$ cat src/rtl/alu_exec_stage.sv
// Execute stage around an external combinational ALU: operand drive, result
// select, Z/N/C/V flag generation and a registered writeback beat.
// MUL emits two writeback beats (lo to rd, then hi to rd+1).
module alu_exec_stage #(
   parameter int unsigned XLEN = 32,
   parameter int unsigned RD_W = 5
) (
   input  logic            clk,
   input  logic            rst,
   // issue side
   input  logic            in_valid,
   output logic            in_ready,
   input  logic [3:0]      in_op,
   input  logic [XLEN-1:0] in_a,
   input  logic [XLEN-1:0] in_b,
   input  logic [RD_W-1:0] in_rd,
   // ALU operand drive
   output logic [XLEN-1:0] alu_x,
   output logic [XLEN-1:0] alu_y,
   output logic            alu_carry,
   // ALU results
   input  logic [XLEN-1:0] alu_summ,
   input  logic [XLEN-1:0] alu_mult_h,
   input  logic [XLEN-1:0] alu_mult_l,
   input  logic [XLEN-1:0] alu_zand,
   input  logic [XLEN-1:0] alu_zor,
   input  logic [XLEN-1:0] alu_zxor,
   input  logic [XLEN-1:0] alu_znot,
   input  logic [XLEN-1:0] alu_sub,
   input  logic [XLEN-1:0] alu_ashiftl,
   input  logic [XLEN-1:0] alu_ashiftr,
   input  logic [XLEN-1:0] alu_lshiftl,
   input  logic [XLEN-1:0] alu_lshiftr,
   input  logic [XLEN-1:0] alu_revers,
   input  logic            alu_ocarry,
   // writeback side
   output logic            out_valid,
   input  logic            out_ready,
   output logic            out_we,
   output logic [RD_W-1:0] out_rd,
   output logic [XLEN-1:0] out_data,
   output logic [3:0]      flags
);

   localparam int unsigned MSB = XLEN - 1;
   localparam int unsigned EW  = XLEN + 2;

   localparam logic [3:0] OP_ADD = 4'd0;
   localparam logic [3:0] OP_ADC = 4'd1;
   localparam logic [3:0] OP_SUB = 4'd2;
   localparam logic [3:0] OP_SBC = 4'd3;
   localparam logic [3:0] OP_AND = 4'd4;
   localparam logic [3:0] OP_OR  = 4'd5;
   localparam logic [3:0] OP_XOR = 4'd6;
   localparam logic [3:0] OP_NOT = 4'd7;
   localparam logic [3:0] OP_ASL = 4'd8;
   localparam logic [3:0] OP_ASR = 4'd9;
   localparam logic [3:0] OP_LSL = 4'd10;
   localparam logic [3:0] OP_LSR = 4'd11;
   localparam logic [3:0] OP_REV = 4'd12;
   localparam logic [3:0] OP_MUL = 4'd13;
   localparam logic [3:0] OP_MOV = 4'd14;
   localparam logic [3:0] OP_CMP = 4'd15;

   typedef enum logic {IDLE, MULHI} state_t;

   state_t          state_q, state_d;
   logic [XLEN-1:0] hi_q, hi_d;
   logic [RD_W-1:0] hi_rd_q, hi_rd_d;
   logic            valid_d, we_d;
   logic [RD_W-1:0] rd_d;
   logic [XLEN-1:0] data_d;
   logic [3:0]      flags_d;

   logic [XLEN-1:0] res_c;
   logic            we_c, c_c, v_c, z_c, n_c, upd_cv_c;
   logic [3:0]      flags_c;
   logic [EW-1:0]   sub_lhs_c, sub_rhs_c;
   logic            accept, out_hs;

   // Operand pass-through and carry-in selection
   assign alu_x     = in_a;
   assign alu_y     = in_b;
   assign alu_carry = ((in_op == OP_ADC) || (in_op == OP_SBC)) ? flags[1] : 1'b0;

   // Issue/writeback handshakes; MUL hi beat blocks new issue
   assign in_ready = (state_q == IDLE) && (!out_valid || out_ready);
   assign accept   = in_valid && in_ready;
   assign out_hs   = out_valid && out_ready;

   // Result select and flag generation for the issuing op
   always_comb begin
      res_c     = '0;
      we_c      = 1'b1;
      c_c       = flags[1];
      v_c       = flags[0];
      upd_cv_c  = 1'b0;
      sub_lhs_c = {2'b00, in_a};
      sub_rhs_c = {2'b00, in_b} + EW'((in_op == OP_SBC) ? ~flags[1] : 1'b0);
      case (in_op)
         OP_ADD, OP_ADC: begin
            res_c    = alu_summ;
            upd_cv_c = 1'b1;
         end
         OP_SUB, OP_SBC, OP_CMP: begin
            res_c    = alu_sub;
            upd_cv_c = 1'b1;
            we_c     = (in_op != OP_CMP);
         end
         OP_AND:  res_c = alu_zand;
         OP_OR:   res_c = alu_zor;
         OP_XOR:  res_c = alu_zxor;
         OP_NOT:  res_c = alu_znot;
         OP_ASL:  res_c = alu_ashiftl;
         OP_ASR:  res_c = alu_ashiftr;
         OP_LSL:  res_c = alu_lshiftl;
         OP_LSR:  res_c = alu_lshiftr;
         OP_REV:  res_c = alu_revers;
         OP_MUL:  res_c = alu_mult_l;
         default: res_c = in_b;
      endcase
      if ((in_op == OP_ADD) || (in_op == OP_ADC)) begin
         c_c = alu_ocarry;
         v_c = (in_a[MSB] == in_b[MSB]) && (res_c[MSB] != in_a[MSB]);
      end else if (upd_cv_c) begin
         c_c = (sub_lhs_c >= sub_rhs_c);
         v_c = (in_a[MSB] != in_b[MSB]) && (res_c[MSB] != in_a[MSB]);
      end
      if (in_op == OP_MUL) begin
         z_c = ({alu_mult_h, alu_mult_l} == '0);
         n_c = alu_mult_h[MSB];
      end else begin
         z_c = (res_c == '0);
         n_c = res_c[MSB];
      end
      flags_c = (in_op == OP_MOV) ? flags : {z_c, n_c, c_c, v_c};
   end

   // Next-state and next-output logic
   always_comb begin
      state_d = state_q;
      hi_d    = hi_q;
      hi_rd_d = hi_rd_q;
      valid_d = out_valid;
      we_d    = out_we;
      rd_d    = out_rd;
      data_d  = out_data;
      flags_d = flags;
      if (accept) begin
         valid_d = 1'b1;
         we_d    = we_c;
         rd_d    = in_rd;
         data_d  = res_c;
         flags_d = flags_c;
         if (in_op == OP_MUL) begin
            hi_d    = alu_mult_h;
            hi_rd_d = in_rd + RD_W'(1);
            state_d = MULHI;
         end
      end else if (out_hs) begin
         if (state_q == MULHI) begin
            data_d  = hi_q;
            rd_d    = hi_rd_q;
            we_d    = 1'b1;
            state_d = IDLE;
         end else begin
            valid_d = 1'b0;
         end
      end
   end

   // State and output registers
   always_ff @(posedge clk) begin
      if (rst) begin
         state_q   <= IDLE;
         hi_q      <= '0;
         hi_rd_q   <= '0;
         out_valid <= 1'b0;
         out_we    <= 1'b0;
         out_rd    <= '0;
         out_data  <= '0;
         flags     <= '0;
      end else begin
         state_q   <= state_d;
         hi_q      <= hi_d;
         hi_rd_q   <= hi_rd_d;
         out_valid <= valid_d;
         out_we    <= we_d;
         out_rd    <= rd_d;
         out_data  <= data_d;
         flags     <= flags_d;
      end
   end

endmodule

$ cat config.mk
export PLATFORM = sky130hd
export DESIGN_NAME = alu_exec_stage
export DESIGN_NICKNAME = d
export VERILOG_FILES = /design/src/rtl/alu_exec_stage.sv
export SDC_FILE = /design/constraint.sdc
export NUM_CORES = 1
export LEC_CHECK = 0
export ABC_AREA = 1
export BUFFER_PORTS_ARGS = -buffer_cell sky130_fd_sc_hd__buf_4
export CELL_PAD_IN_SITES_DETAIL_PLACEMENT = 0
export CELL_PAD_IN_SITES_GLOBAL_PLACEMENT = 1
export CORE_AREA = 2 2 234 236
export CTS_CLUSTER_SIZE = 10
export DETAILED_ROUTE_END_ITERATION = 10
export DIE_AREA = 0 0 236 238
export PLACE_DENSITY_LB_ADDON = 0.1
export SLEW_MARGIN = 10
export SYNTH_ARGS = -nofsm -noshare
export SYNTH_HDL_FRONTEND = slang
export SYNTH_SLANG_ARGS = --single-unit
$ cat constraint.sdc
create_clock -name clk -period 3.2 [get_ports clk]
set_input_delay 0.32 -clock clk [delete_from_list [all_inputs] [get_ports clk]]
set_output_delay 0.32 -clock clk [all_outputs]
set_load 0.005 [all_outputs]
==> results.yml, run 1 <==
flow_run:
  cap_violations: 0
setup_path:
  cp_common_cell: "nand2_1"
  crit_path_start_kind: "input port"
  crit_path_end_kind: "flop"
  path_max_fanout: 10
  slowest_delay_ns: 0.30
  cpMaxStageDelayCell: "ha_1"
  cp.required_ns: 3.48
  startpoint: "in_op[2]"
  r2r_start: "flags[1]"
  critPathArrivalTime_ns: 3.42
  timing.rr.end: "flags[1]"
  reg2reg_slack_ns: 0.09
  rr_worst_depth: 25
  endpoint: "flags[1]"
  criticalPathCategory: "input port to flop"
yosys:
  synth_nets: 2322
  async_reset_ff_frac: 0
  ys_ff_latch: 81
  synth_warnings: 0
  synth_edf_count: 0
  synth.distinct_cells: 49
  synth_top_area_share: 0.259
  yosys_most_used_dff: "dfxtp_1"
  yosysTopAreaCell: "nand2_1"
  netlist_instances: 1793
  synth_seq_area_share: 0.164
  synth_area_sq_mm: 0.00987
  synthTopCellsByArea: "nand2_1, dfxtp_1, nor2_1, inv_1, buf_4"
  syn_avg_cell_area_sq_um: 5.50
timing:
  rsz0062_at_grt: "yes"
  max_freq_ghz: 0.318
  fin_crit_ns: 3.15
  slew_headroom: 0.159
  setup_viol: 0
  finalHoldViolCount: 0
  period_share: 0.984
  hold_slack_ns: 0.195
  drv_slew: 0
  worst_slew_pin_slew_ns: 1.26
  fin_tns_setup_ns: 0
  fin_skew_ns: 0.00501
pwr:
  ir_drop_v: 0.000223
  clkPwrFrac: 0.251
  total_power_mw: 4.08
  combPwrFrac: 0.479
  switchingPower_mw: 1.53
  total_leakage_power_nw: 8.91
  power.density_mw_per_mm2: 243
  swShare: 0.376
  sequentialPowerShare: 0.270
  p_int_mw: 2.55
global_routing:
  grt_usage: 0.258
  grt_pass1_vias: 14700
  grt_pass1_wl_microns: 105000
  antenna_found_initial: 3
  grt_start_max_net_pins: 49
  grt_overflow: 0
die:
  dieWidth_microns: 236
  placementRows: 85
  dieArea_sq_mm: 0.0562
  io_pins: 603
  chipHeight_microns: 238
  fp.coreArea_sq_mm: 0.0535
  start_util: 0.184
clock_network:
  clkTransAtPathRegs_ns: 0.07
  tritoncts: "done"
  clk_latency_ns: 0.35
  cts_max_level: 3
  cts_buffers: 9
  cts.sinks: 81
  clock-root-buffer: "clkbuf_16"
  clk_path_buf_depth: 2
route:
  drtIter0Drc: 700
  wire_per_inst_microns: 23.4
  antenna_left: 0
  via_per_inst: 4.48
  routed-wl-met2_microns: 39400
  dr_total_vias: 14300
  drc: 0
  firstDrtPassIters: 5
  finalWirelength_microns: 74700
  wl_met3_microns: 3330
  wl_met1_microns: 31400
  top_layer_used: "met5"
cells_and_area:
  nNetsFinal: 3017
  stdcell_count: 3191
  area_growth_pct: 70.1
  final_cell_area_sq_mm: 0.0168
  drive_gt1_frac: 0.371
placed_design:
  io_buffer_count: 602
  dp.cells: 3167
  dp_hpwl_microns: 65500
  placed_cell_area_sq_mm: 0.0163
  gp_congestion: 0.910
min_path:
  hp-class: "input port to flop"
run_status:
  status: "completed"
-- through the flow --
| step | setup slack [ns] | util |
|---|---|---|
| 3_5_place_dp | -0.361 | 0.305 |
| 3_3_place_gp | -0.309 | 0.305 |
| 2_1_floorplan | -0.0143 | - |
| 5_1_grt | -0.248 | 0.314 |
| 4_1_cts | 0.00981 | 0.311 |
| 6_report | 0.0522 | 0.314 |
-- kinds of logic after synthesis --
group,synth area share
XOR/XNOR,0.0345
flip-flops,0.164
buffers and inverters,0.150
AND/OR/NAND/NOR,0.435
AO/OA/AOI/OAI,0.172
adder cells (fa/ha/maj),0.0444
-- how the worst min path moves through the flow --
stage / slack (ns) / endpoint / depth (start not counted) / start
2_1_floorplan: 0.41 / hi_rd_q[0] / 1 / in_rd[0]
3_3_place_gp: 0.45 / hi_q[5] / 2 / hi_q[5]
3_5_place_dp: 0.45 / hi_q[5] / 2 / hi_q[5]
4_1_cts: 0.18 / hi_rd_q[0] / 2 / in_rd[0]
5_1_grt: 0.20 / hi_rd_q[0] / 2 / in_rd[0]
6_report: 0.20 / hi_rd_q[0] / 2 / in_rd[0]
-- cells in the mapped netlist, types with 3 or more instances --
master and n:
a211oi_1 37, o41ai_1 6, a21oi_1 73, dfxtp_1 81, and3_1 3, nand2_2 6
nor2_1 200, buf_6 5, clkbuf_1 62, nand4_1 63, inv_2 16, o21a_1 3
a22o_1 8, o211ai_1 11, inv_1 159, nor4_1 15, ha_1 35, o21ai_0 87
xnor2_1 4, a21o_1 3, buf_2 6, a31oi_1 8, nand2_1 682, o21ai_1 5
o21bai_1 4, a41oi_1 19, nor3_1 7, buf_4 65, xor2_1 33, nor2_2 9
nand3_1 55
-- layer usage --
| layer | GRT usage | up-vias |
|---|---|---|
| met5 | 0 | - |
| met4 | 0.0299 | 2 |
| met3 | 0.0344 | 35 |
| met2 | 0.496 | 412 |
| met1 | 0.311 | 6696 |
| li1 | - | 7151 |
-- critical path, delay by kind of cell --
| family | cells | cell delay (ns) |
|---|---|---|
| adder cells (fa/ha/maj) | 1 | 0.30 |
| AO/OA/AOI/OAI | 4 | 0.51 |
| buffers and inverters | 4 | 0.50 |
| AND/OR/NAND/NOR | 16 | 1.69 |
| XOR/XNOR | 1 | 0.10 |
-- final cells by class --
type / count / area, sq um
inverters: 178 / 681
clock inverters: 7 / 62.6
well taps: 696 / 871
repair buffers: 824 / 6310
diodes: 2 / 5.00
multi-input cells: 1394 / 7000
fillers: 6119 / 36700
clock buffers: 9 / 225
flip-flops and latches: 81 / 1620
-- power groups by stage --
stage	clock [mW]	sequential (mW)	combinational, mW
floorplan	0	1.11	0.705
global placement	0	1.13	1.95
detailed placement	0	1.13	1.95
CTS	1.04	1.10	1.96
global route	1.10	1.11	2.13
finish	1.03	1.10	1.96
-- registers in the layout, summed over array words and instances, names as in the netlist --
register and flops:
out_rd 5, out_valid 1, hi_rd_q 5, flags 4, hi_q 32, out_we 1, state_q 1, out_data 32
-- cell usage in the layout (no fill, tap or decap), types with 10 or more instances in the layout --
cell      instances
a41oi_1          19
dfxtp_1          80
nand2_2          14
o211ai_1         11
nor2_2           21
nor4_1           14
o21ai_0          87
nor2_4           11
inv_2            17
nor2_1          177
inv_1           158
xor2_1           33
buf_12           10
nand4_1          63
a211oi_1         36
a21oi_1          72
ha_1             33
nand3_1          52
buf_4           813
nand2_1         672
-- timing repair --
item	4_1_cts	5_1_grt
setup endpoints to repair	1	1
pin swaps	1	21
setup buffers	0	6
gates resized for setup	2	28
hold buffers	0	0
hold endpoints to repair	0	0
(Power assumes the default switching activity.)
==> run 2, diff against run 1 <==
--- a/config.mk
+++ b/config.mk
@@ -5,15 +5,15 @@
 export SDC_FILE = /design/constraint.sdc
 export NUM_CORES = 1
 export LEC_CHECK = 0
-export ABC_AREA = 1
 export BUFFER_PORTS_ARGS = -buffer_cell sky130_fd_sc_hd__buf_4
 export CELL_PAD_IN_SITES_DETAIL_PLACEMENT = 0
 export CELL_PAD_IN_SITES_GLOBAL_PLACEMENT = 1
-export CORE_AREA = 2 2 234 236
+export CORE_AREA = 2 2 236 238
 export CTS_CLUSTER_SIZE = 10
 export DETAILED_ROUTE_END_ITERATION = 10
-export DIE_AREA = 0 0 236 238
+export DIE_AREA = 0 0 238 240
 export PLACE_DENSITY_LB_ADDON = 0.1
+export SKIP_LAST_GASP = 1
 export SLEW_MARGIN = 10
 export SYNTH_ARGS = -nofsm -noshare
 export SYNTH_HDL_FRONTEND = slang
==> results.yml, run 2 <==
setup_path:
  cp.required_ns: 3.39
  crit_path_end_kind: "flop"
  crit_path_start_kind: "flop"
  criticalPathCategory: "flop to flop"
  critPathArrivalTime_ns: 3.79
  path_max_fanout: 5
yosys:
  synth.distinct_cells: 83
  async_reset_ff_frac: 0
  synth.most_common_cell: "nand2_1"
  yosysTopAreaCell: "dfxtp_1"
  synth_top_area_share: 0.167
  synth_edf_count: 0
  synth_common_cells: "nand2_1, nor2_1, a21oi_1"
  synth_nets: 1859
  synthTopCellsByArea: "dfxtp_1, nand2_1, mux2i_1, buf_4, a21oi_1"
  syn_avg_cell_area_sq_um: 7.28
  ys_ff_latch: 81
  yosys_most_used_dff: "dfxtp_1"
  synth_seq_area_share: 0.167
  synth_area_sq_mm: 0.00968
  synth_warnings: 0
  netlist_instances: 1330
global_routing:
  grt_overflow: 0
  grt_usage: 0.271
  grt_start_max_net_pins: 91
  grt_pass1_wl_microns: 110000
  antenna_found_initial: 3
  grt_pass1_vias: 14500
timing:
  worst_slew_pin_slew_ns: 0.990
  period_share: 1.12
  rsz0062_at_grt: "yes"
  max_freq_ghz: 0.278
  drv_slew: 0
  layout_setup_ws_ns: -0.399
  fin_skew_ns: 0.00825
  setup_viol: 1
  finalHoldViolCount: 0
  fin_crit_ns: 3.60
  slew_headroom: 0.334
clock_network:
  cts_buffers: 9
  clock-root-buffer: "clkbuf_16"
  postCtsHoldBufs: 0
  cts_max_level: 3
  tritoncts: "done"
  clkTransAtPathRegs_ns: 0.07
  cts.sinks: 81
  clk_latency_ns: 0.33
  clk_path_buf_depth: 2
route:
  drtIter0Drc: 787
  dr_total_vias: 13800
  finalWirelength_microns: 80100
  wire_per_inst_microns: 29.0
  firstDrtPassIters: 5
  antenna_left: 0
  drc: 0
  via_per_inst: 5.00
cells_and_area:
  n_fill_cell: 6077
  nNetsFinal: 2578
  stdcell_count: 2760
  area_growth_pct: 76.1
  layout_common_cells: "buf_4, nand2_1, nor2_1, a21oi_1, dfxtp_1"
  drive_gt1_frac: 0.487
  reg.largest.list: "hi_q x32, out_data x32"
  final_common_cell: "buf_4"
  utilization: 0.312
die:
  chipHeight_microns: 240
  dieArea_sq_mm: 0.0571
  start_util: 0.177
  fp.coreArea_sq_mm: 0.0547
  placementRows: 86
  io_pins: 603
  dieWidth_microns: 238
run_status:
  violations: "setup timing"
  status: "finished with violations"
placed_design:
  dp_hpwl_microns: 68000
  dp.cells: 2736
  io_buffer_count: 602
  gp_congestion: 0.905
flow_run:
  cap_violations: 0
pwr:
  total_leakage_power_nw: 7.74
  ir_drop_v: 0.000279
  power.density_mw_per_mm2: 259
min_path:
  hp-class: "input port to flop"
==> run 2: cell types whose count changed after synthesis, sizes merged, moves of 25 or more <==
cell and change:
nand2 -546, o22ai +25, nand4 -43, a22oi +51, mux2 +29, inv -160, nor2 -91, o21ai -48
mux2i +53, buf +42, nand3 -25, nor3 +28
==> run 2: final timing paths <==
check	startpoint	endpoint	slack (ns)	cells past startpoint
worst max register to register	flags[1]	flags[1]	-0.40	20
worst min-delay path	in_rd[0]	hi_rd_q[0]	0.19	2
worst max-delay path	flags[1]	flags[1]	-0.40	20
worst min register to register	hi_q[15]	hi_q[15]	0.45	2
==> run 2: final cells by class <==
type                       count  area [sq um]  area share
tap                          704           881      0.0517
timing repair buffer         890          6850       0.402
clock inverter                 6          93.8     0.00550
multi-input combinational   1052          7310       0.429
antenna                        3          7.51    0.000440
sequential                    81          1630      0.0953
clock buffer                   9           225      0.0132
inverter                      15          56.3     0.00330
==> run 2: what timing repair did <==
action / CTS / global route
gates resized for setup: 18 / 31
hold endpoints to repair: 0 / 0
cloned: 0 / 0
setup endpoints to repair: 4 / 2
pin swaps: 16 / 16
buffers inserted: 3 / 3
==> run 2: logic make-up after synthesis <==
family / Yosys count / synth area share
flip-flops: 81 / 0.167
multiplexers: 86 / 0.0982
AO/OA/AOI/OAI: 424 / 0.310
adder cells (fa/ha/maj): 35 / 0.0452
AND/OR/NAND/NOR: 466 / 0.233
XOR/XNOR: 41 / 0.0371
buffers and inverters: 197 / 0.109
==> run 2: stage by stage <==
step	power, mW	TNS [ns]	hold slack (ns)	instance area (sq um)	worst slack, ns
after floorplan	1.89	-0.897	0.416	9780	-0.897
after global placement	3.29	-4.96	0.444	16500	-0.913
after detailed placement	3.29	-4.74	0.446	16500	-0.928
after CTS	4.44	-0.415	0.181	16900	-0.415
after global routing	4.62	-0.580	0.202	17000	-0.580
final	4.41	-0.399	0.191	17000	-0.399
==> run 2: critical path: stages, from the launching register on <==
cell and delay (ns):
dfxtp_4 0.38, nor2_4 0.05, ha_4 0.18, ha_4 0.18, nor3_4 0.14, nor2_2 0.05
o2bb2a_4 0.24, a22o_4 0.26, o211a_4 0.17, nor3b_4 0.16, nor2_1 0.13, xnor2_1 0.11
ha_2 0.18, a21o_1 0.15, a21o_1 0.18, a21oi_2 0.14, o21ai_2 0.08, a211oi_2 0.19
o21ai_1 0.12, a211oi_2 0.25, o32ai_1 0.11
==> run 2: layer usage <==
layer  vias up  wire length (microns)  GRT usage
li1       6437                      -          -
met1      6780                  34200      0.338
met2       541                  40200      0.495
met3        53                   4460     0.0464
met4         2                   1250     0.0358
met5         -                     16          0
==> run 2: where the power goes <==
part | switching [mW] | total (mW) | internal, mW
logic | 1.09 | 2.20 | 1.10
registers | 0.0375 | 1.10 | 1.06
clock network | 0.433 | 1.12 | 0.683
total | 1.56 | 4.41 | 2.85
